### config.mk
export PLATFORM = sky130hd
export DESIGN_NAME = decoder_3x8_hold
export DESIGN_NICKNAME = d
export VERILOG_FILES = /design/src/rtl/decoder_3x8_hold_pkg.sv /design/src/rtl/decoder_3x8_hold_hold_timer.sv /design/src/rtl/decoder_3x8_hold.sv
export SDC_FILE = /design/constraint.sdc
export NUM_CORES = 1
export LEC_CHECK = 0
export CAP_MARGIN = 20
export CORE_MARGIN = 1
export CORE_UTILIZATION = 49
export DETAILED_ROUTE_END_ITERATION = 6
export PLACE_DENSITY = 0.86
export SYNTH_ARGS = -nofsm -noshare
export SYNTH_HDL_FRONTEND = slang
export SYNTH_SLANG_ARGS = --single-unit
### constraint.sdc
create_clock -name clk -period 2.5 [get_ports clk]
set_input_delay 0.25 -clock clk [delete_from_list [all_inputs] [get_ports clk]]
set_output_delay 0.25 -clock clk [all_outputs]
set_load 0.01 [all_outputs]
### src/rtl/decoder_3x8_hold_pkg.sv
// Shared definitions for the 3-to-8 hold decoder.
// The package provides:
//   - code and output widths,
//   - the state encoding,
//   - a one-hot helper that encoder benches can also use.
package decoder_3x8_hold_pkg;

  localparam int unsigned CODE_W  = 3;
  localparam int unsigned OUT_W   = 1 << CODE_W;
  localparam int unsigned TIMER_W = 8;

  typedef enum logic {
    ST_IDLE = 1'b0,
    ST_HOLD = 1'b1
  } state_t;

  // One-hot line for a binary code.
  function automatic logic [OUT_W-1:0] onehot(input logic [CODE_W-1:0] code);
    return OUT_W'(1) << code;
  endfunction

endpackage

### src/rtl/decoder_3x8_hold_hold_timer.sv
// Down-counting hold timer.
// Ports:
//   clk, rst_n   clock and synchronous active-low reset
//   load         strobe; count takes load_val on this cycle
//   load_val     reload value
//   zero         high while count is zero
// The count stops at zero rather than wrapping.
module hold_timer #(
  parameter int unsigned W = 8
) (
  input  logic         clk,
  input  logic         rst_n,
  input  logic         load,
  input  logic [W-1:0] load_val,
  output logic         zero
);

  logic [W-1:0] count;

  // Load takes priority; otherwise count down and stop at zero.
  always_ff @(posedge clk) begin
    if (!rst_n) begin
      count <= '0;
    end else if (load) begin
      count <= load_val;
    end else if (count != '0) begin
      count <= count - W'(1);
    end
  end

  assign zero = (count == '0);

endmodule

### src/rtl/decoder_3x8_hold.sv
// Registered 3-to-8 one-hot decoder with a hold time.
// An accepted code drives its one-hot line for HOLD_CYCLES clocks.
// Ports:
//   clk, rst_n   clock and synchronous active-low reset
//   in_valid     producer presents in_code
//   in_ready     a code can be taken this cycle
//   in_code      code to decode
//   in_en        0 means the code is accepted but data stays zero
//   data         registered one-hot output
//   out_valid    data holds a live decode
//   busy         FSM is in HOLD
//   accept_cnt   count of accepted codes; wraps
module decoder_3x8_hold
  import decoder_3x8_hold_pkg::*;
#(
  parameter int unsigned HOLD_CYCLES = 4,
  parameter int unsigned CNT_W       = 8
) (
  input  logic              clk,
  input  logic              rst_n,
  input  logic              in_valid,
  output logic              in_ready,
  input  logic [CODE_W-1:0] in_code,
  input  logic              in_en,
  output logic [OUT_W-1:0]  data,
  output logic              out_valid,
  output logic              busy,
  output logic [CNT_W-1:0]  accept_cnt
);

  state_t state;
  logic   timer_zero;
  logic   accept;

  // Ready depends only on the timer, so a code can be taken in the last hold cycle.
  // The timer is also zero in IDLE, so IDLE is always ready.
  assign in_ready = timer_zero;
  assign accept   = in_valid & in_ready;
  assign busy     = (state == ST_HOLD);

  hold_timer #(
    .W (TIMER_W)
  ) u_hold_timer (
    .clk      (clk),
    .rst_n    (rst_n),
    .load     (accept),
    .load_val (TIMER_W'(HOLD_CYCLES - 1)),
    .zero     (timer_zero)
  );

  // FSM, output registers and accept counter.
  always_ff @(posedge clk) begin
    if (!rst_n) begin
      state      <= ST_IDLE;
      data       <= '0;
      out_valid  <= 1'b0;
      accept_cnt <= '0;
    end else begin
      if (accept) begin
        accept_cnt <= accept_cnt + CNT_W'(1);
      end
      case (state)
        ST_IDLE: begin
          if (accept) begin
            data      <= in_en ? onehot(in_code) : '0;
            out_valid <= 1'b1;
            state     <= ST_HOLD;
          end
        end
        ST_HOLD: begin
          if (accept) begin
            // A reload in the last hold cycle keeps the line busy with no zero gap.
            data      <= in_en ? onehot(in_code) : '0;
            out_valid <= 1'b1;
          end else if (timer_zero) begin
            data      <= '0;
            out_valid <= 1'b0;
            state     <= ST_IDLE;
          end
        end
        default: begin
          state <= ST_IDLE;
        end
      endcase
    end
  end

endmodule
==> results.py <==
metrics = {
    "run_status": {
        "status": "finished, final reports clean",
    },
    "die": {
        "start_util": 0.532,
        "ios": 26,
        "dieArea_sq_um": 2650,
        "die_h_microns": 51.5,
        "num_rows": 17,
        "die_w_microns": 51.5,
        "fp.coreArea_sq_um": 2250,
    },
    "layout": {
        "final_layout_size_suffix_gt1_frac": 0.110,
        "final_area_sq_um": 1530,
        "fill_cells": 202,
        "nets": 174,
        "final_cell_mix": "24 x dfxtp_1, 24 x clkdlybuf4s50_1, 13 x inv_1",
        "area_delta_synth_final_pct": 27.6,
        "insertedDiodeCount": 0,
    },
    "place": {
        "place.gp.congestion": 0.843,
        "placed_area_sq_um": 1500,
        "port-buffer-count": 25,
        "hpwl_mm": 1.95,
    },
    "route": {
        "viasPerCell": 5.84,
        "initialDrtViolationCount": 28,
        "finalWirelength_mm": 2.63,
        "drc": 0,
        "drtAntennaViolNets": 0,
        "first_pass_iters": 4,
        "vias": 1116,
        "wl_per_cell_microns": 13.8,
    },
    "critical_path": {
        "critPathCaptureType": "output port",
        "crit_fanout": 8,
        "slowest_delay_ns": 0.45,
        "cp.arrival_ns": 2.07,
        "cp_cell_sequence": "inv_1, ha_4, or4b_1, or2_2, inv_1, dlygate4sd2_1",
        "critPathSlowestCell": "or4b_1",
        "crit_required_ns": 2.25,
        "worstSetupStartpointType": "flop",
        "cpMostUsedCell": "inv_1",
        "critPathKind": "reg -> out",
    },
    "sta": {
        "setup_viol": 0,
        "worst_clock_skew_ns": 0.00191,
        "min_period_ns": 2.32,
        "finalSetupTns_ns": 0,
        "post-route-period-util": 0.930,
        "worstMarginPinSlew_ns": 0.613,
        "grt_setup_unrepaired": "no",
        "max_freq_mhz": 430,
        "hold_slack_ns": 0.479,
        "relSlewSlack": 0.589,
        "maxSlewViolCount": 0,
        "hold_violations": 0,
    },
    "clock_tree": {
        "cts_buffer_depth": 2,
        "clk_pin_slew_ns": 0.12,
        "post_cts_buffers": 0,
        "tritoncts": "built",
        "numCtsBuffers": 3,
        "ctsHoldBuffers": 0,
        "cts_htree_levels": 1,
        "cts_resized": 5,
        "cts.sinks": 26,
        "cts_root_buf": "clkbuf_4",
        "clock_latency_ns": 0.30,
    },
    "logic_synthesis": {
        "ys_types": 37,
        "synth.yosys.warnings": 0,
        "syn_inst": 135,
        "synth.cell_area_sq_um": 1200,
        "yosys_register_bits": 26,
        "yosysSeqAreaShare": 0.434,
        "syn_area_per_cell_sq_um": 8.89,
        "synth_nets": 144,
    },
    "grt": {
        "grt_pass1_wl_mm": 4.42,
        "grt_pass1_vias": 1014,
        "antenna_found_initial": 0,
        "grt_usage": 0.219,
        "grt-ovfl-total": 0,
        "grt_max_degree": 14,
    },
    "power": {
        "p_leak_uw": 0.000527,
        "ir_drop_mv": 0.706,
        "power_density_nw_per_um2": 896,
    },
    "run": {
        "maxCapViolations": 0,
    },
    "worst_hold_path": {
        "hold_path.class": "reg -> reg",
    },
}
-- registers in the layout, summed over array words and instances, names as in the netlist, named ones only --
name / count
u_hold_timer.count: 8
data: 8
out_valid: 1
accept_cnt: 8
-- final cells by class --
cell class                      instances  area [sq um]  share of cell area
Inverter                               14          52.6              0.0343
Timing Repair Buffer                   30           287               0.187
Sequential cell                        26           523               0.342
Tap cell                               28          35.0              0.0229
Clock buffer                            3          22.5              0.0147
Multi-Input combinational cell         90           612               0.400
-- routing by layer --
layer  vias up  track usage  wire length (microns)
met5         -            0                      0
met3         6       0.0268                    127
met4         0       0.0991                     34
met2        30        0.366                   1260
met1       518        0.279                   1220
li1        562            -                      -
-- synthesized netlist by cell type --
cell | count | area [sq um]
nor3b_1 | 1 | 7.51
a211oi_1 | 2 | 15.0
nand4_1 | 2 | 12.5
or4_4 | 1 | 11.3
nor4_1 | 5 | 31.3
o21ai_0 | 5 | 25.0
nand2b_1 | 5 | 31.3
nor2_1 | 5 | 18.8
o41ai_1 | 1 | 8.76
ha_1 | 2 | 25.0
or4b_1 | 1 | 10.0
or2_2 | 2 | 12.5
or4b_2 | 1 | 10.0
nor4bb_1 | 1 | 10.0
nand4b_1 | 1 | 8.76
and4_1 | 1 | 8.76
buf_6 | 1 | 11.3
or3_2 | 2 | 15.0
a311oi_1 | 1 | 8.76
a21oi_1 | 10 | 50.1
inv_1 | 13 | 48.8
or4_1 | 7 | 52.6
o22ai_1 | 8 | 50.1
o31ai_2 | 1 | 12.5
buf_2 | 1 | 5.00
o31ai_1 | 4 | 30.0
mux2i_1 | 3 | 30.0
or4bb_1 | 1 | 11.3
dfxtp_1 | 26 | 521
nor3_1 | 1 | 5.00
xnor2_1 | 3 | 26.3
nand2_1 | 5 | 18.8
or3_1 | 1 | 6.26
clkinv_1 | 1 | 3.75
nand3_1 | 6 | 30.0
clkbuf_1 | 3 | 11.3
and3_1 | 1 | 6.26
-- report_power, final --
part	switching [uW]	total, uW	internal (uW)
registers	89.9	574	484
logic	325	634	308
clock network	108	164	56.2
-- cell families (layout without fill, tap and decap cells) --
family / Yosys count / after routing / share of synthesized area
simple gates: 50 / 50 / 0.265
compound gates: 32 / 32 / 0.167
flops: 26 / 26 / 0.434
buf+inv: 19 / 47 / 0.0667
xor+xnor: 3 / 3 / 0.0219
mux: 3 / 3 / 0.0250
fa+ha+maj: 2 / 2 / 0.0209
-- worst max-delay path, delay by kind of cell (launching register included) --
family	cells	cell delay [ns]
simple gates	2	0.77
buf+inv	3	0.45
flops	1	0.38
fa+ha+maj	1	0.17
-- stage by stage --
step / setup WS, ns / power, uW / instances / utilization
global placement: 0.227 / 1160 / 188 / 0.663
finish: 0.175 / 1370 / 191 / 0.679
global route: 0.0361 / 1470 / 191 / 0.679
CTS: 0.176 / 1360 / 191 / 0.679
detailed placement: 0.178 / 1180 / 188 / 0.663
floorplan: 0.549 / 980 / 135 / -
-- final timing paths --
kind         depth (start not counted)       end  slack, ns                  start
min                                  2   data[5]       0.48                data[5]
min reg2reg                          2   data[5]       0.48                data[5]
max reg2reg                          6   data[0]       0.39  u_hold_timer.count[0]
max                                  6  in_ready       0.18  u_hold_timer.count[0]
Power figures use the tool's default switching activity.
